`src/rtl/video_timing_pkg.sv`:
```
// -----------------------------------------------------------------------------
// video_timing_pkg
// Shared definitions for the raster timing generator:
//   - axis_timing_t : active/porch/sync/polarity set for one axis
//   - presets for 640x480@60 and 1280x720@60
//   - axis_total()  : total count of an axis from its four segments
//   - DEF_H / DEF_V : default preset used by video_timing_gen parameters
// -----------------------------------------------------------------------------
package video_timing_pkg;

  typedef struct packed {
    int unsigned active;
    int unsigned fp;
    int unsigned sync;
    int unsigned bp;
    logic        pol;     // sync active level (0 = active-low)
  } axis_timing_t;

  typedef enum logic [0:0] {
    MODE_640X480,
    MODE_1280X720
  } timing_mode_e;

  localparam axis_timing_t H_640X480  = '{active: 640,  fp: 16,  sync: 96, bp: 48,  pol: 1'b0};
  localparam axis_timing_t V_640X480  = '{active: 480,  fp: 10,  sync: 2,  bp: 33,  pol: 1'b0};
  localparam axis_timing_t H_1280X720 = '{active: 1280, fp: 110, sync: 40, bp: 220, pol: 1'b1};
  localparam axis_timing_t V_1280X720 = '{active: 720,  fp: 5,   sync: 5,  bp: 20,  pol: 1'b1};

  function automatic int unsigned axis_total(input int unsigned active,
                                             input int unsigned fp,
                                             input int unsigned sync,
                                             input int unsigned bp);
    return active + fp + sync + bp;
  endfunction

  function automatic axis_timing_t h_preset(input timing_mode_e mode);
    return (mode == MODE_1280X720) ? H_1280X720 : H_640X480;
  endfunction

  function automatic axis_timing_t v_preset(input timing_mode_e mode);
    return (mode == MODE_1280X720) ? V_1280X720 : V_640X480;
  endfunction

  localparam axis_timing_t DEF_H = h_preset(MODE_640X480);
  localparam axis_timing_t DEF_V = v_preset(MODE_640X480);

endpackage

```
`src/rtl/vtg_axis_counter.sv`:
```
// -----------------------------------------------------------------------------
// vtg_axis_counter
// One axis (horizontal or vertical) of the raster timing generator.
// The count advances when step && wrap_en, wrapping from TOTAL-1 to 0.
// All flags are registered from the next count, so they line up with count.
//
// Ports:
//   clk, rst_n     clock, asynchronous active-low reset
//   step           pixel enable
//   wrap_en        carry-in: axis may advance this cycle (1 for horizontal,
//                  "horizontal at last column" for vertical)
//   count [W]      current position, reset value TOTAL-1
//   active         count < ACTIVE
//   sync           sync output at level POL while inside the sync window
//   at_last        count == TOTAL-1
//   entered_zero   one-cycle pulse after the edge that moved count to 0
// -----------------------------------------------------------------------------
import video_timing_pkg::*;

module vtg_axis_counter #(
  parameter int unsigned ACTIVE = 640,
  parameter int unsigned FP     = 16,
  parameter int unsigned SYNC   = 96,
  parameter int unsigned BP     = 48,
  parameter bit          POL    = 1'b0,
  parameter int unsigned W      = 10
) (
  input  logic         clk,
  input  logic         rst_n,
  input  logic         step,
  input  logic         wrap_en,
  output logic [W-1:0] count,
  output logic         active,
  output logic         sync,
  output logic         at_last,
  output logic         entered_zero
);

  localparam int unsigned TOTAL      = axis_total(ACTIVE, FP, SYNC, BP);
  localparam int unsigned SYNC_START = ACTIVE + FP;
  localparam int unsigned SYNC_END   = ACTIVE + FP + SYNC;
  localparam logic [W-1:0] LAST      = W'(TOTAL - 1);

  if (FP < 1 || SYNC < 1 || BP < 1) begin : g_bad_segment
    $error("vtg_axis_counter: porch and sync widths must be >= 1");
  end
  if (64'(TOTAL) > (64'd1 << W)) begin : g_bad_width
    $error("vtg_axis_counter: axis total does not fit in W bits");
  end

  logic         advance;
  logic [W-1:0] count_next;
  logic         in_sync_next;

  // NOTE: every always_comb output gets a default first so no path leaves it
  // unassigned; otherwise synthesis infers a latch.
  always_comb begin
    advance    = step & wrap_en;
    count_next = count;
    if (advance) begin
      count_next = (count == LAST) ? '0 : count + W'(1);
    end
    in_sync_next = (32'(count_next) >= SYNC_START) && (32'(count_next) < SYNC_END);
  end

  // Reset values describe position TOTAL-1, which lies in the back porch:
  // inactive, not in sync, at last.
  // NOTE: state registers use non-blocking assignments so every flop samples
  // pre-edge values regardless of block evaluation order.
  always_ff @(posedge clk or negedge rst_n) begin
    if (!rst_n) begin
      count        <= LAST;
      active       <= 1'b0;
      sync         <= ~POL;
      at_last      <= 1'b1;
      entered_zero <= 1'b0;
    end else begin
      count        <= count_next;
      active       <= 32'(count_next) < ACTIVE;
      sync         <= in_sync_next ? POL : ~POL;
      at_last      <= (count_next == LAST);
      // Cleared on any edge that does not move the axis onto zero.
      entered_zero <= advance && (count_next == '0);
    end
  end

endmodule

```
`src/rtl/video_timing_gen.sv`:
```
// -----------------------------------------------------------------------------
// video_timing_gen
// Parametrised raster timing generator. Advances one pixel per clk edge with
// en=1; produces coordinates, syncs, data-enable, line/frame/vblank strobes and
// a completed-frame counter. All outputs describe the pixel (sx,sy).
//
// Optional feature macro: VTG_ANIM_TICK_EN
//   defined   : adds parameter ANIM_DIV; anim_tick pulses with every
//               ANIM_DIV-th vblank (first on the ANIM_DIV-th after reset)
//   undefined : anim_tick tied to 0
//
// Ports:
//   clk, rst_n       clock, asynchronous active-low reset
//   en               pixel enable
//   sx, sy [CORDW]   current column / line
//   hsync, vsync     syncs at polarity HS_POL / VS_POL
//   de               inside active area
//   line             pulse on entering sx==0
//   frame            pulse on entering (0,0)
//   vblank           pulse on entering (0,V_ACTIVE)
//   frame_cnt        completed-frame count, wraps
//   anim_tick        divided vblank pulse (see macro above)
// -----------------------------------------------------------------------------
import video_timing_pkg::*;

module video_timing_gen #(
  parameter int unsigned H_ACTIVE = DEF_H.active,
  parameter int unsigned H_FP     = DEF_H.fp,
  parameter int unsigned H_SYNC   = DEF_H.sync,
  parameter int unsigned H_BP     = DEF_H.bp,
  parameter int unsigned V_ACTIVE = DEF_V.active,
  parameter int unsigned V_FP     = DEF_V.fp,
  parameter int unsigned V_SYNC   = DEF_V.sync,
  parameter int unsigned V_BP     = DEF_V.bp,
  parameter bit          HS_POL   = DEF_H.pol,
  parameter bit          VS_POL   = DEF_V.pol,
  parameter int unsigned CORDW    = 10,
  parameter int unsigned FRAME_W  = 16
`ifdef VTG_ANIM_TICK_EN
  ,
  parameter int unsigned ANIM_DIV = 1
`endif
) (
  input  logic               clk,
  input  logic               rst_n,
  input  logic               en,
  output logic [CORDW-1:0]   sx,
  output logic [CORDW-1:0]   sy,
  output logic               hsync,
  output logic               vsync,
  output logic               de,
  output logic               line,
  output logic               frame,
  output logic               vblank,
  output logic [FRAME_W-1:0] frame_cnt,
  output logic               anim_tick
);

  logic h_active, h_last, h_zero;
  logic v_active, v_last, v_zero;
  logic frame_wrap;
  logic vblank_next;
  logic started;

  vtg_axis_counter #(
    .ACTIVE (H_ACTIVE),
    .FP     (H_FP),
    .SYNC   (H_SYNC),
    .BP     (H_BP),
    .POL    (HS_POL),
    .W      (CORDW)
  ) u_h_axis (
    .clk          (clk),
    .rst_n        (rst_n),
    .step         (en),
    .wrap_en      (1'b1),
    .count        (sx),
    .active       (h_active),
    .sync         (hsync),
    .at_last      (h_last),
    .entered_zero (h_zero)
  );

  // The vertical axis only moves on the edge that wraps the horizontal one,
  // so vsync and the vertical flags change exactly at sx==0.
  vtg_axis_counter #(
    .ACTIVE (V_ACTIVE),
    .FP     (V_FP),
    .SYNC   (V_SYNC),
    .BP     (V_BP),
    .POL    (VS_POL),
    .W      (CORDW)
  ) u_v_axis (
    .clk          (clk),
    .rst_n        (rst_n),
    .step         (en),
    .wrap_en      (h_last),
    .count        (sy),
    .active       (v_active),
    .sync         (vsync),
    .at_last      (v_last),
    .entered_zero (v_zero)
  );

  // Both operands are registered on the same edge, so these stay aligned
  // with sx/sy. v_zero can only pulse on a horizontal wrap.
  assign de    = h_active & v_active;
  assign line  = h_zero;
  assign frame = h_zero & v_zero;

  assign frame_wrap  = en & h_last & v_last;
  assign vblank_next = en & h_last & (sy == CORDW'(V_ACTIVE - 1));

  // The landing on (0,0) right after reset is not a completed frame; started
  // records that the first landing has happened.
  always_ff @(posedge clk or negedge rst_n) begin
    if (!rst_n) begin
      frame_cnt <= '0;
      started   <= 1'b0;
      vblank    <= 1'b0;
    end else begin
      vblank <= vblank_next;
      if (frame_wrap) begin
        started <= 1'b1;
        if (started) begin
          frame_cnt <= frame_cnt + FRAME_W'(1);
        end
      end
    end
  end

`ifdef VTG_ANIM_TICK_EN
  localparam int unsigned DIV_W = (ANIM_DIV > 1) ? $clog2(ANIM_DIV) : 1;

  if (ANIM_DIV < 1) begin : g_bad_div
    $error("video_timing_gen: ANIM_DIV must be >= 1");
  end

  logic [DIV_W-1:0] div_cnt;

  // div_cnt counts vblanks seen since the last tick; the tick rides on the
  // same edge that raises vblank.
  always_ff @(posedge clk or negedge rst_n) begin
    if (!rst_n) begin
      div_cnt   <= '0;
      anim_tick <= 1'b0;
    end else begin
      anim_tick <= 1'b0;
      if (vblank_next) begin
        if (32'(div_cnt) == ANIM_DIV - 1) begin
          div_cnt   <= '0;
          anim_tick <= 1'b1;
        end else begin
          div_cnt <= div_cnt + DIV_W'(1);
        end
      end
    end
  end
`else
  assign anim_tick = 1'b0;
`endif

endmodule

```
`config.mk`:
```
export PLATFORM = sky130hd
export DESIGN_NAME = video_timing_gen
export DESIGN_NICKNAME = d
export VERILOG_FILES = /design/src/rtl/video_timing_pkg.sv /design/src/rtl/vtg_axis_counter.sv /design/src/rtl/video_timing_gen.sv
export SDC_FILE = /design/constraint.sdc
export NUM_CORES = 1
export LEC_CHECK = 0
export BUFFER_PORTS_ARGS = -buffer_cell sky130_fd_sc_hd__buf_2
export CAP_MARGIN = 20
export CORE_MARGIN = 3
export CORE_UTILIZATION = 51
export CTS_CLUSTER_DIAMETER = 80
export CTS_CLUSTER_SIZE = 10
export DETAILED_ROUTE_END_ITERATION = 16
export GPL_TIMING_DRIVEN = 0
export PLACE_DENSITY = 0.76
export REMOVE_ABC_BUFFERS = 1
export SLEW_MARGIN = 15
export SYNTH_ARGS = -nofsm -noshare
export SYNTH_HDL_FRONTEND = slang
export SYNTH_HIERARCHICAL = 1
export SYNTH_SLANG_ARGS = --single-unit
```
`constraint.sdc`:
```
create_clock -name clk -period 2.1 [get_ports clk]
set_input_delay 0.21 -clock clk [delete_from_list [all_inputs] [get_ports clk]]
set_output_delay 0.21 -clock clk [all_outputs]
set_load 0.05 [all_outputs]
```
# After elaboration in Yosys (flattened, before gate mapping)
# Index checks and enable logic that the tools add are counted.
[word_totals]
register_bits = 46
latch_bits = 0
ram_bits = 0
mem_bits_ro = 0
input_bits = 3
out_inout_bits = 43
wordCells = 45
n_memories = 0
[classes]
add_sub_neg = 3
multipliers = 0
div = 0
order_cmp = 6
eq_ne = 5
shift = 0
n_mux = 6
n_bitwise = 5
reduce_logical = 7
[op_table]
columns = ["operator", "n"]
rows = [
  ["$eq 10x10->1 const B", 4],
  ["$mux 10", 4],
  ["$add 10x1->10 const B", 2],
  ["$logic_not 10->1", 2],
  ["$lt 10x10->1 const B", 2],
  ["$lt 10x9->1 const B", 2],
  ["$add 16x1->16 const B", 1],
  ["$eq 10x9->1 const B", 1],
  ["$ge 10x10->1 const B", 1],
  ["$ge 10x9->1 const B", 1],
  ["$and 1x1->1", 5],
  ["$logic_and 1x1->1", 4],
  ["$mux 1", 2],
  ["$reduce_and 2->1", 1],
]

# Depth between registers and ports, before layout
[depth]
ltp_word = 6
depth_mapped = 7
depth_no_buf = 7

# Modules after synthesis
# The synthesis kept the hierarchy.
[modules_own_cells]
columns = ["module", "n_inst", "cells_per_inst", "area_per_inst_um2", "seq_area_each_um2"]
rows = [
  ["vtg_axis_counter (u_v_axis)", 1, 103, 934.6, 356.6],
  ["vtg_axis_counter (u_h_axis)", 1, 96, 920.9, 361.6],
  ["video_timing_gen", 1, 74, 865.8, 450.4],
]

# Worst setup path before layout
# Ideal clock, no wire load.
[synth_timing]
path_type = "register -> register"
start = "reg u_v_axis.count[0]"
end = "reg u_v_axis.sync"
setup_time_ps = 88
arrival_time_ps = 2297
required_time_ps = 2012
path_slack_ps = -285
stages_incl_launch_ff = 7
n_path_buf = 0
synth_period_minus_slack_ps = 2385
path_cell_list = "dfrtp_1 > ha_1 > nand3_1 > or4b_1 > nor3b_1 > o32ai_1 > or3_1"
[synth_between]
elab_chain_cells = 6
elab_cells_between_ends = 8
classes_between = "1 x add/sub; 2 x order compare; 1 x eq/ne; 3 x mux; 1 x reduce/logical"
[synth_lines]
columns = ["element", "line", "rtl"]
rows = [
  ["from (decl)", "vtg_axis_counter.sv:32", "output logic [W-1:0] count,"],
  ["from (signal assigned)", "vtg_axis_counter.sv:78", "count <= count_next;"],
  ["$add 10x1->10 / $eq 10x10->1 (equally long branches)", "vtg_axis_counter.sv:61", "count_next = (count == LAST) ? '0 : count + W'(1);"],
  ["$mux 10", "vtg_axis_counter.sv:61", ""],
  ["$mux 10 (*)", "vtg_axis_counter.sv:60", "if (advance) begin"],
  ["$ge 10x9->1 / $lt 10x9->1 (equally long branches)", "vtg_axis_counter.sv:63", "in_sync_next = (32'(count_next) >= SYNC_START) && (32'(count_next) < SYNC_END);"],
  ["$logic_and 1x1->1 (*)", "vtg_axis_counter.sv:63", ""],
  ["$mux 1 (*)", "vtg_axis_counter.sv:80", "sync <= in_sync_next ? POL : ~POL;"],
  ["to (signal assigned)", "vtg_axis_counter.sv:74", "sync <= ~POL;"],
  ["to (signal assigned)", "vtg_axis_counter.sv:80", ""],
  ["to (decl)", "vtg_axis_counter.sv:34", "output logic sync,"],
]
# Every way passes the cells marked *; elsewhere a longest branch is shown, timed or not.
# A chain may end at the register's enable or synchronous reset.

# Worst setup path after layout
# Ends and elaborated chain as after synthesis.

==> results.txt <==
The fraction of registers with async set/reset works out to 100%. In the post-synthesis netlist, the biggest area contributors are sky130_fd_sc_hd__dfrtp_1, sky130_fd_sc_hd__dfstp_2, sky130_fd_sc_hd__xnor2_1, sky130_fd_sc_hd__xor2_1, sky130_fd_sc_hd__nand2_1. Post-detailed-route DRC marker count: 0.

Across the run, the number of max-cap violations was 0. The area growth from synthesis to layout came out at 30.2%. The clock sink count is 46. The average instance in the mapped netlist occupies 9.97 µm². Buffers inserted during clock tree synthesis total 5. The run gives 0 as the antenna diode count.

For the top-level I/O count, the log shows 46. Kind of path behind the tightest hold check: primary input to flop. On the worst path, the slowest cell contributes a delay of 0.45 ns. Summed over its instances, the top area cell type makes up 29.4% of the synthesized netlist area.

The tools report the initial antenna violation count as 0. STA classifies the critical path endpoint as a flop. The logs give 0.349 ns for the final hold slack and 0.882 for the final estimated routing congestion in global placement. The routed design could run at a clock period as short as 2.10 ns. The clock network accounts for 24.1% of the total power. Combinational logic is responsible for 30.0% of the overall power.

The tools report the total detailed-routing wirelength as 6980 µm. Counting the fill cells in the layout gives 364. The detailed router used layers up to and including met4. In the layout the commonest cells are sky130_fd_sc_hd__buf_2, sky130_fd_sc_hd__dfrtp_1, sky130_fd_sc_hd__buf_4.

The synthesized design spends more area on one cell type than any other, namely sky130_fd_sc_hd__dfrtp_1. The tools report the number of buffers on the longest clock path as 2. The most common library cell in the layout ignoring fill and taps is sky130_fd_sc_hd__buf_2. The standard cell with the maximum stage delay on the critical path was sky130_fd_sc_hd__dfrtp_2. Measured along the x axis, the die boundary spans 79.0 µm. The logs give 0 for the number of antenna-violating nets in the routed design and 47 for the pin count of the biggest net entering global routing. The final period utilization is 100%, and the clock-pin slew of the registers on the worst-case setup and hold paths is 0.08 ns.

Synthesis handed over a netlist of 273 instances. The number of enable flip-flop cells after synthesis works out to 0. The part of the power in registers was 45.9%; the wire length on met1 was 2990 µm.

The total negative slack for setup checks came out at 0 ns. The number of synthesized register bits is 46. The routed wirelength normalized by instance count was 16.6 µm. The most critical setup path has its startpoint at u_v_axis/count[0]$_DFF_PN0_. The fraction of layout instances using a drive strength above 1 was 40.7%; the overall track demand over capacity in global routing was 20.5%. The clock latency on the worst-skew pair is 0.30 ns. Summing all multi-input logic gate instances after layout gives 1630 µm². The tools report the via count of the first global-routing pass as 2131. After detailed routing, the met2 layer carries 3420 µm of wire. Net switching is 34.7% of the power. For the cell leakage power, the log shows 1.56 nW.

After detailed routing, the met3 layer carries 460 µm of wire. The run gives 0.00693 ns as the clock skew after layout. Static timing analysis puts the maximum clock frequency at 476 MHz. Summed over all layers, the global routing overflow is 0.

The sequential share of the synthesized area was 42.9%. The logs give 1.45 mW for the total internal power and 5 for the detailed-routing iteration count for the pre-antenna-repair pass. The startpoint identified for the worst register-to-register timing path is u_v_axis/count[0]$_DFF_PN0_. The final route contains 2514 vias. The run gives 3540 µm² as the cell area after layout. In the final design database the tool counted 360 nets. Traced cell by cell, the critical path runs through buf_6 > nand4_1 > buf_6 > or4b_4 > nor3b_2 > o32ai_2 > or3_1. The critical path in this run is classified as flop to flop. Detailed placement ended at an HPWL of 4010 µm.

TritonCTS built the clock tree. The root buffer cell chosen for the clock tree is sky130_fd_sc_hd__clkbuf_8. The worst setup path is launched from a flop. Once layout is complete, the utilization of the core stands at 71.7%.

The run gives 188 as the starting DRC count in detailed routing. The count of buffers added on input and output ports is 44. For this design the ratio of total power to cell area is 625 nW/µm².

The core region is 4940 µm². The logs give 60.4% for the relative max-transition margin and 25 for the count of standard-cell rows. The logs give 6 for the count of yosys warnings during synthesis and 1170 µm² for the register area.

Summing all placed instances gives a cell area of 2960 µm². The number of failing hold endpoints at the final stage was 0. The worst register-to-register path ends at u_v_axis/sync$_DFF_PN1_. The tools report the largest voltage drop on the vdd net as 0.534 mV.

Setup violations remaining at the end of the flow were counted as 0. The number of levels the H-tree was split into is 2, and the path depth of the worst reg2reg path is 7. Along the worst path, the maximum fanout reaches 6. The switching power summed over all nets is 768 µW, and the total standard cell area after synthesis is 2720 µm². The die height is 79.0 µm, and the max-slew violation count is 0. The flow ran to the end, and the final reports show no timing, DRC or antenna violations. Most common cell type on the critical path: sky130_fd_sc_hd__buf_6. For the unique cell type count in the Yosys netlist, the log shows 61.

Following the worst setup path forward leads to its endpoint at u_v_axis/sync$_DFF_PN1_. Setup repair after global routing could not meet its margin everywhere. The run gives 6250 µm² as the overall die area. The vias per cell came out at 5.97. For the pin with the worst max-slew slack, the measured transition is 0.594 ns. The logs give 10200 µm for the global-route wire length before repair and 2.32 ns for the worst endpoint data arrival time. Data on the critical path is required at its endpoint by 2.32 ns. Across all register-to-register paths, the minimum setup slack is 0.001 ns. Once the floorplan was initialized, standard cells occupied 55.1% of the core. The most used flip-flop cell after synthesis is sky130_fd_sc_hd__dfrtp_1.
-- stage by stage --
stage,std cells,setup slack [ns],power [mW]
floorplan,264,-0.285,1.33
global placement,375,-0.264,1.43
detailed placement,375,-0.286,1.44
CTS,393,0.0169,2.04
global route,421,-0.0498,2.31
finish,421,0.000998,2.21
-- worst min path at each step --
stage / slack, ns / from / cells past startpoint / endpoint
2_1_floorplan: -0.09 / rst_n / 0 / frame_cnt[0]$_DFFE_PN0P_
3_3_place_gp: 0.42 / rst_n / 1 / u_h_axis/count[5]$_DFF_PN0_
3_5_place_dp: 0.42 / rst_n / 1 / u_h_axis/count[5]$_DFF_PN0_
4_1_cts: 0.09 / rst_n / 1 / frame_cnt[3]$_DFFE_PN0P_
5_1_grt: 0.35 / en / 3 / u_v_axis/count[1]$_DFF_PN0_
6_report: 0.35 / en / 3 / vblank$_DFF_PN0_
-- Yosys cell counts (5+ instances only) --
cell type                  instances
sky130_fd_sc_hd__nor3_1            9
sky130_fd_sc_hd__xnor2_1          17
sky130_fd_sc_hd__nor4_1            7
sky130_fd_sc_hd__nand4_1           9
sky130_fd_sc_hd__nand2_1          23
sky130_fd_sc_hd__xor2_1           11
sky130_fd_sc_hd__a21oi_1           9
sky130_fd_sc_hd__nand3_1          15
sky130_fd_sc_hd__dfrtp_1          32
sky130_fd_sc_hd__or3_1             7
sky130_fd_sc_hd__dfstp_2          14
sky130_fd_sc_hd__buf_2             6
sky130_fd_sc_hd__nand4b_1          5
sky130_fd_sc_hd__o21ai_0           8
sky130_fd_sc_hd__and4_1            5
sky130_fd_sc_hd__nor2_1           18
-- cell families after synthesis --
| kind of cell | share of synthesized area [%] |
|---|---|
| compound gates | 8.78 |
| xor+xnor | 9.01 |
| fa+ha+maj | 1.84 |
| buf+inv | 3.59 |
| flops | 42.9 |
| mux | 1.20 |
| other cells | 0.276 |
| simple gates | 32.4 |
-- timing repair --
item,4_1_cts,5_1_grt
endpoints found under the setup margin,6,6
hold buffers,0,1
pin swaps,1,17
resized for setup,10,27
endpoints found under the hold margin,0,13
setup buffers,10,26
-- flip-flops by register name (all words and copies together) (netlist names) --
name	cells
vblank	1
u_h_axis/sync	1
started	1
u_v_axis/count	10
u_h_axis/count	10
frame_cnt	16
u_v_axis/at_last	1
u_v_axis/entered_zero	1
u_v_axis/sync	1
u_h_axis/entered_zero	1
u_v_axis/active	1
u_h_axis/at_last	1
u_h_axis/active	1
-- worst max-delay path, delay by kind of cell (launching register included) --
family | cells | cell delay, ns
buf+inv | 2 | 0.29
compound gates | 1 | 0.12
simple gates | 4 | 1.14
flops | 1 | 0.45
-- layer usage --
| metal | vias up | GRT usage [%] |
|---|---|---|
| met5 | - | 0 |
| met4 | 0 | 5.50 |
| met3 | 11 | 5.44 |
| met2 | 111 | 30.8 |
| met1 | 1228 | 29.3 |
| li1 | 1164 | - |
-- cell type report --
type / count / share of cell area, %
Clock inverter: 2 / 0.353
Sequential cell: 46 / 33.1
Multi-Input combinational cell: 214 / 46.1
Inverter: 4 / 0.424
Tap cell: 67 / 2.37
Timing Repair Buffer: 82 / 15.6
Clock buffer: 6 / 2.05
-- power by group through the flow --
stage	combinational [mW]	clock, mW	sequential [mW]
after detailed placement	0.371	0	1.07
after global placement	0.363	0	1.07
final	0.664	0.534	1.02
after CTS	0.463	0.545	1.03
after global routing	0.692	0.597	1.02
after floorplan	0.154	0	1.17
No activity file was read; power rests on OpenSTA's default activity.
